==> config.mk <==
export PLATFORM = sky130hd
export DESIGN_NAME = ro_puf_sequencer
export DESIGN_NICKNAME = d
export VERILOG_FILES = /design/src/rtl/ro_puf_sequencer.sv
export SDC_FILE = /design/constraint.sdc
export NUM_CORES = 1
export LEC_CHECK = 0
export ABC_AREA = 1
export CAP_MARGIN = 0
export CORE_MARGIN = 3
export CORE_UTILIZATION = 40
export DETAILED_ROUTE_END_ITERATION = 10
export PLACE_DENSITY_LB_ADDON = 0.1
export SLEW_MARGIN = 0
export SYNTH_ARGS = -nofsm -noshare
export SYNTH_HDL_FRONTEND = slang
export SYNTH_SLANG_ARGS = --single-unit
==> constraint.sdc <==
create_clock -name CLK -period 1.8 [get_ports CLK]
set_input_delay 0.36 -clock CLK [delete_from_list [all_inputs] [get_ports CLK]]
set_output_delay 0.36 -clock CLK [all_outputs]
set_load 0.02 [all_outputs]
==> src/rtl/ro_puf_sequencer.sv <==
// Ring-oscillator PUF sequencer: enables each RO in turn, gates the shared counter for a CLK window, compares adjacent counts.
// Latency: 3 + NUM_RO*(2 + 2*SETTLE_CYCLES + WINDOW_CYCLES) cycles from start to done; start ignored while busy. Optional macro PUF_WEAK_BIT_EN adds resp_weak.
module ro_puf_sequencer #(
    parameter int NUM_RO        = 9,
    parameter int CHAL_W        = 6,
    parameter int CNT_W         = 32,
    parameter int WINDOW_CYCLES = 10000000,
    parameter int SETTLE_CYCLES = 4
`ifdef PUF_WEAK_BIT_EN
    ,
    parameter int WEAK_THRESH   = 16
`endif
) (
    input  logic                      CLK,
    input  logic                      RST_N,
    input  logic                      start,
    input  logic [CHAL_W-1:0]         challenge,
    output logic [CHAL_W-1:0]         chal_out,
    output logic [NUM_RO-1:0]         ro_enable,
    output logic [$clog2(NUM_RO)-1:0] ro_index,
    output logic                      cnt_clear,
    output logic                      cnt_run,
    input  logic [CNT_W-1:0]          cnt_value,
    output logic                      busy,
    output logic                      done,
    output logic [NUM_RO-2:0]         response
`ifdef PUF_WEAK_BIT_EN
    ,
    output logic [NUM_RO-2:0]         resp_weak
`endif
);

    localparam int IDX_W   = $clog2(NUM_RO);
    localparam int TMR_MAX = (WINDOW_CYCLES > SETTLE_CYCLES) ? WINDOW_CYCLES : SETTLE_CYCLES;
    localparam int TMR_W   = $clog2(TMR_MAX + 1);

    typedef enum logic [2:0] {
        S_IDLE, S_ARM, S_SETTLE_ON, S_MEASURE, S_SETTLE_OFF, S_STORE, S_COMP, S_DONE
    } state_t;

    state_t              state_q, state_d;
    logic [TMR_W-1:0]    tmr_q, tmr_d;
    logic [CHAL_W-1:0]   chal_q, chal_d;
    logic [NUM_RO-1:0]   ro_enable_q, ro_enable_d;
    logic [IDX_W-1:0]    idx_q, idx_d;
    logic                cnt_clear_q, cnt_clear_d;
    logic                cnt_run_q, cnt_run_d;
    logic                busy_q, busy_d;
    logic                done_q, done_d;
    logic [NUM_RO-2:0]   response_q, response_d;
    logic [CNT_W-1:0]    count_q [NUM_RO];
    logic [CNT_W-1:0]    count_d [NUM_RO];
    logic [NUM_RO-1:0]   one_hot0;

    assign one_hot0 = {{(NUM_RO-1){1'b0}}, 1'b1};

`ifdef PUF_WEAK_BIT_EN
    logic [NUM_RO-2:0]   weak_q, weak_d;

    function automatic logic [CNT_W:0] abs_diff(input logic [CNT_W-1:0] a, input logic [CNT_W-1:0] b);
        logic [CNT_W:0] ea;
        logic [CNT_W:0] eb;
        ea = {1'b0, a};
        eb = {1'b0, b};
        return (ea >= eb) ? (ea - eb) : (eb - ea);
    endfunction
`endif

    always_comb begin
        state_d     = state_q;
        tmr_d       = '0;
        chal_d      = chal_q;
        ro_enable_d = ro_enable_q;
        idx_d       = idx_q;
        cnt_clear_d = 1'b0;
        cnt_run_d   = cnt_run_q;
        busy_d      = busy_q;
        done_d      = 1'b0;
        response_d  = response_q;
        count_d     = count_q;
`ifdef PUF_WEAK_BIT_EN
        weak_d      = weak_q;
`endif
        // Outputs are computed for the state being entered so they are registered in that state.
        case (state_q)
            S_IDLE: begin
                if (start) begin
                    chal_d      = challenge;
                    idx_d       = '0;
                    busy_d      = 1'b1;
                    ro_enable_d = one_hot0;
                    cnt_clear_d = 1'b1;
                    state_d     = S_ARM;
                end
            end
            S_ARM: state_d = S_SETTLE_ON;
            S_SETTLE_ON: begin
                if (tmr_q == TMR_W'(SETTLE_CYCLES - 1)) begin
                    cnt_run_d = 1'b1;
                    state_d   = S_MEASURE;
                end else begin
                    tmr_d = tmr_q + TMR_W'(1);
                end
            end
            S_MEASURE: begin
                if (tmr_q == TMR_W'(WINDOW_CYCLES - 1)) begin
                    cnt_run_d = 1'b0;
                    state_d   = S_SETTLE_OFF;
                end else begin
                    tmr_d = tmr_q + TMR_W'(1);
                end
            end
            S_SETTLE_OFF: begin
                if (tmr_q == TMR_W'(SETTLE_CYCLES - 1)) begin
                    state_d = S_STORE;
                end else begin
                    tmr_d = tmr_q + TMR_W'(1);
                end
            end
            S_STORE: begin
                count_d[idx_q] = cnt_value;
                if (idx_q != IDX_W'(NUM_RO - 1)) begin
                    idx_d       = idx_q + IDX_W'(1);
                    ro_enable_d = one_hot0 << (idx_q + IDX_W'(1));
                    cnt_clear_d = 1'b1;
                    state_d     = S_ARM;
                end else begin
                    ro_enable_d = '0;
                    state_d     = S_COMP;
                end
            end
            S_COMP: begin
                for (int i = 0; i < NUM_RO - 1; i++) begin
                    response_d[i] = (count_q[i] >= count_q[i+1]);
`ifdef PUF_WEAK_BIT_EN
                    weak_d[i] = (abs_diff(count_q[i], count_q[i+1]) < (CNT_W+1)'(WEAK_THRESH));
`endif
                end
                done_d  = 1'b1;
                busy_d  = 1'b0;
                state_d = S_DONE;
            end
            S_DONE: state_d = S_IDLE;
            default: state_d = S_IDLE;
        endcase
    end

    always_ff @(posedge CLK or negedge RST_N) begin
        if (!RST_N) begin
            state_q     <= S_IDLE;
            tmr_q       <= '0;
            chal_q      <= '0;
            ro_enable_q <= '0;
            idx_q       <= '0;
            cnt_clear_q <= 1'b0;
            cnt_run_q   <= 1'b0;
            busy_q      <= 1'b0;
            done_q      <= 1'b0;
            response_q  <= '0;
            for (int k = 0; k < NUM_RO; k++) count_q[k] <= '0;
`ifdef PUF_WEAK_BIT_EN
            weak_q      <= '0;
`endif
        end else begin
            state_q     <= state_d;
            tmr_q       <= tmr_d;
            chal_q      <= chal_d;
            ro_enable_q <= ro_enable_d;
            idx_q       <= idx_d;
            cnt_clear_q <= cnt_clear_d;
            cnt_run_q   <= cnt_run_d;
            busy_q      <= busy_d;
            done_q      <= done_d;
            response_q  <= response_d;
            for (int k = 0; k < NUM_RO; k++) count_q[k] <= count_d[k];
`ifdef PUF_WEAK_BIT_EN
            weak_q      <= weak_d;
`endif
        end
    end

    assign chal_out  = chal_q;
    assign ro_enable = ro_enable_q;
    assign ro_index  = idx_q;
    assign cnt_clear = cnt_clear_q;
    assign cnt_run   = cnt_run_q;
    assign busy      = busy_q;
    assign done      = done_q;
    assign response  = response_q;
`ifdef PUF_WEAK_BIT_EN
    assign resp_weak = weak_q;
`endif

endmodule

# After elaboration in Yosys (flattened, before gate mapping)
# Cells that the tools add are included.
totals:
  in_bits: 41
  output_inout_bits: 31
  ff_bits: 346
  elab_cells: 87
classes:
  reduce_logical: 12
  n_lt_le_gt_ge: 10
  n_shift: 1
  bitwise: 1
  n_addsub: 2
  n_eq_ne: 15
  mux: 27
op_table:
  columns: ["operator", "n"]
  rows:
  - ["$bwmux W288", 1]
  - ["$ge A32 B32 Y1", 8]
  - ["$demux W32 S4", 1]
  - ["$mux W24", 2]
  - ["$pmux W24 S2", 1]
  - ["$mux W32", 1]
  - ["$add A24 B1 Y24 const B", 1]
  - ["$eq A24 B2 Y1 const B", 1]
  - ["$eq A24 B24 Y1 const B", 1]
  - ["$pmux W3 S8", 1]
  - ["$mux W9", 2]
  - ["$pmux W9 S2", 1]
  - ["$mux W3", 5]
  - ["$eq A3 B3 Y1 const B", 4]
  - ["$ne A2 B2 Y1 const B", 5]
  - ["$shl A1 B4 Y9 const A", 1]
  - ["$mux W4", 2]
  - ["$pmux W4 S2", 1]
  - ["$eq A3 B2 Y1 const B", 2]
  - ["$mux W1", 6]
  - ["$pmux W1 S2", 3]
  - ["$reduce_and A2 Y1", 3]
  - ["$reduce_and A3 Y1", 2]
  - ["$reduce_bool A2 Y1", 3]
  - ["10 further kinds", 10]

# Longest topological paths before layout
depth:
  word_depth: 6
  mapped_depth: 13
  mapped_depth_nobuf: 13

# Worst setup path after synthesis
# Ideal clock, no wire load.
synth_path:
  path_kind: "register to register"
  from: "register idx_q[0], in the netlist ro_index[0]"
  to: "register count_q[22] in the netlist's numbering"
  path_stages_with_launch: 9
  path_slack_ns: 0.048
  n_path_buf: 2
  t_arrival_ns: 1.669
  required_time_ns: 1.717
  synth_period_minus_slack_ns: 1.752
  setup_time_ns: 0.083
  cell_sequence: "dfrtp_1 inv_1 ha_1 nand3_1 nor2_1 buf_4 buf_2 nand2_1 o21ai_0"
synth_between:
  elab_chain_len: 6
  word_cells_on_any_way: 7
  cone_classes: "order compare: 2; mux: 3; bitwise: 1; reduce/logical: 1"
synth_rtl:
  columns: ["item", "line", "rtl"]
  rows:
  - ["start, declared", "45", "logic [IDX_W-1:0] idx_q, idx_d;"]
  - ["start signal, assigned", "169", "idx_q <= idx_d;"]
  - ["$not A4 Y5 (implied by the code) (*)", "121", "count_d[idx_q] = cnt_value;"]
  - ["$ge A5 B5 Y1 (implied by the code) or $lt A5 B1 Y1 (tied branches)", "121", null]
  - ["$logic_and A1 B1 Y1 (implied by the code)", "121", null]
  - ["$mux W32 (implied by the code)", "121", null]
  - ["$demux W32 S4 (*)", "121", null]
  - ["$bwmux W288 (*)", "121", null]
  - ["end, declared", "51", "logic [CNT_W-1:0] count_q [NUM_RO];"]
# Mark *: on every way between the ends. The rest lies on a longest branch, timed or not.
# A chain may end at the register's enable or synchronous reset.

# Worst setup path after layout
layout_path:
  from: "register idx_q[2], in the netlist ro_index[2]"
  to: "output port ro_index[2]"
layout_rtl:
  columns: ["item", "line", "rtl"]
  rows:
  - ["end, declared", "20", "output logic [$clog2(NUM_RO)-1:0] ro_index,"]
# No word-level cell between the ends.

==> impl_results.md <==
- Final WS setup: 57.30 ps
- Mapped Avg Cell Area: 7.925 µm²
- DR DRC count: 0
- Met1 GRT Util: 26.64%
- Max stage delay on crit path: ~460 ps
- Aggregate global routing overflow: 0
- GRT Total Usage: 18.19%
- Nets@finish: 2958
- Design area: 23630 µm²
- Crit Path Max Fanout: 5
- H-tree Lvls: 2
- Clock skew: 30.93 ps
- Die H: 230.9 µm
- Bufs and invs on worst path: 1
- Area post-placement: 22030 µm²
- M3 GR Usage: about 2.7%
- Tcrit/Tclk final: approximately 97%
- Worst path cell trace: dlygate4sd2_1
- Boundary pin count: 72
- Vias: about 16k
- Root Driver: clkbuf_16
- Min cycle time layout: 1743 ps
- Clock sink total: 346
- Post-route total power: 27.99 mW
- Ys Warns: 0
- Placeable Area: slightly below 50000 µm²
- Status: complete, no violations
- Synthesized instance count: 2552
- ANT nets after route: 0
- Core Rows: 81
- Top Usage Layer GRT: met2
- Total nets after synthesis: 2855
- ANT cells: 0
- Most common cell after layout, fill and taps aside: nand2_1
- DP Worst Slack: -108.9 ps
- Initial antenna violation count: 0
- Crit Path Class: flop to output pin
- Synthesized area: 20230 µm²
- Number of hold violations in the final report: 0
- Drt wl/cell: 13.89 µm
- Register area share after synthesis: a little over two fifths
- # port buffers: slightly above 70
- Initial DRC Count: 827
- Cell family with most CP delay: flip-flops
- Vias in the first global route: 15.79k
- Inserted Clock Buffers: 43
- Slew margin rel.: 69.22%
- Worst reg-to-reg path cell count: 7
- Register area: 8662 µm²
- Final wirelength: ~47 mm
- Max Buffers Root-to-Sink: 3
- DR pass1 iterations: 7
- DR vias/cell: 4.782
- CP max stage cell: dfrtp_2
- Arrival time worst endpoint: 1380 ps
- Pwr dens: 1184 nW/µm²
- Global routing met2 resource utilization: 28.25%
- RR Startpoint: ro_index[0]
- Max Freq: 573.8 MHz
- Fill cells: 4858
- Initial Util: 40.90%
- Flop-to-flop setup slack: 90 ps
- Setup crit end kind: output pin
- Layout cell share with drive strength beyond 1: 6.555%
- Crit start category: flop
- CTS tree: done
- Synth-to-Final Area Change: 16.84%
- Worst-Margin Slew: about 460 ps
- VDD IR max: about 0.0008 V
- Synth unique cells: 32
- Die ar.: roughly 53000 µm²
- Reg-to-reg critical path endpoint: count_q[18]
- Commonest cells after routing, fill and taps aside: 717 x nand2_1, 430 x inv_1, 343 x dfrtp_1
- Static leakage: 14.16 nW
- Final setup fails: 0
- Post-DP HPWL: 35.90 mm
- CP required: 1440 ps
- Die Width: 230.9 µm
- Multi-input gate area: 9722 µm²
- Max-cap violation count: 0
- Hold WC Path Type: input port to async pin
- Clock Latency Late Sink: 580 ps
- First-pass GRT wire length: 79.60 mm
- Largest net degree at the start of global routing: 65
- GPL Wtd Cong: 0.8612
- FF+latch count, synth: 346
- Clk slew on worst S/H paths: approximately 60 ps
- Slew Viols, Final: 0
[flip-flops by register name, summed over array words and instances (netlist names)]
signal,flops
done,1
response,8
chal_out,6
cnt_clear,1
ro_enable,9
cnt_run,1
busy,1
state_q,3
count_q,288
ro_index,4
tmr_q,24
[worst max path at each step]
stage	startpoint	endpoint	slack, ps	depth (start not counted)
after CTS	tmr_q[0]	tmr_q[14]	0.2	8
after global placement	tmr_q[0]	tmr_q[11]	-100	8
after global routing	tmr_q[0]	tmr_q[23]	-30	9
final	ro_index[2]	ro_index[2]	60	1
after floorplan	ro_index[0]	count_q[22]	50	8
after detailed placement	tmr_q[0]	tmr_q[11]	-110	8
[per-stage QoR]
step / hold slack [ps] / setup TNS (ps) / util [%] / cells
6_report: 278.3 / 0 / 47.78 / 3349
5_1_grt: 278.5 / -30.32 / 47.78 / 3349
4_1_cts: 245.1 / 0 / 47.53 / 3345
3_5_place_dp: 295.4 / -1001 / 44.55 / 3269
3_3_place_gp: 291.8 / -906.6 / 44.55 / 3269
2_1_floorplan: 64.41 / 0 / - / 2552
[worst register-to-register path, stage by stage (launching register included)]
cell	delay (ps)
dfrtp_1	400
inv_1	140
ha_1	190
nand3_1	220
nor2_4	170
buf_12	140
buf_12	170
o21ai_0	130
[layout make-up]
cell class,count,area share [%]
repair buffers,116,5.438
well taps,664,3.516
multi-input cells,1711,41.14
flip-flops and latches,346,36.65
clock inverters,20,1.043
inverters,437,6.952
clock buffers,55,5.258
[timing repair]
item / CTS / global route
hold buffers: 1 / 0
resized for setup: 39 / 20
pin swaps: 0 / 3
gates cloned: 0 / 1
setup endpoints to repair: 43 / 109
setup buffers: 0 / 3
endpoints found under the hold margin: 29 / 0
[routing by layer]
layer,vias up,wire [µm]
li1,8348,-
met1,7353,23450
met2,253,19920
met3,60,2125
met5,-,0
met4,0,1018
[cells by family (layout without fill, tap and decap cells)]
group                    Yosys count  count (layout)  share of synthesized area (%)
flip-flops                       346             346                          42.81
AND/OR/NAND/NOR                  984             984                          19.43
buffers and inverters            495             628                          9.471
XOR/XNOR                           7               7                         0.3031
multiplexers                       6               6                         0.3340
AO/OA/AOI/OAI                    452             452                          11.44
adder cells (fa/ha/maj)          262             262                          16.21
[Yosys cell counts]
cell type	number	area (µm²)
nand2_1	718	2695
nor2_4	1	11.26
a21oi_1	113	565.5
or2_2	8	50.05
xnor2_1	3	26.28
a211oi_1	1	7.510
o21a_1	9	67.56
mux2_2	6	67.56
o21ai_0	53	265.3
nor3_1	12	60.06
nand3_2	4	40.04
nor4_1	1	6.260
buf_6	1	11.26
nand2_2	1	6.260
o21bai_1	1	7.510
xor2_1	4	35.03
a31oi_1	4	25.02
dfrtp_1	346	8658
nand3_4	4	70.07
nor2_1	172	645.6
clkbuf_1	23	86.33
inv_2	5	18.77
inv_1	432	1622
ha_1	262	3278
nand3_1	39	195.2
nor2_2	4	25.02
buf_2	31	155.2
a21o_1	8	60.06
o21ai_1	263	1316
buf_4	3	22.52
nand4_1	19	118.9
or2_1	1	6.260
[power breakdown]
| part | switching, mW | total (mW) | internal [mW] | leakage [nW] |
|---|---|---|---|---|
| combinational | 5.19 | 8.63 | 3.44 | 9.91 |
| clock | 3.44 | 9.02 | 5.58 | 0.745 |
| sequential | 1.02 | 10.3 | 9.32 | 3.51 |
| total | 9.65 | 28.0 | 18.3 | 14.2 |
No activity file was read; power rests on OpenSTA's default activity.
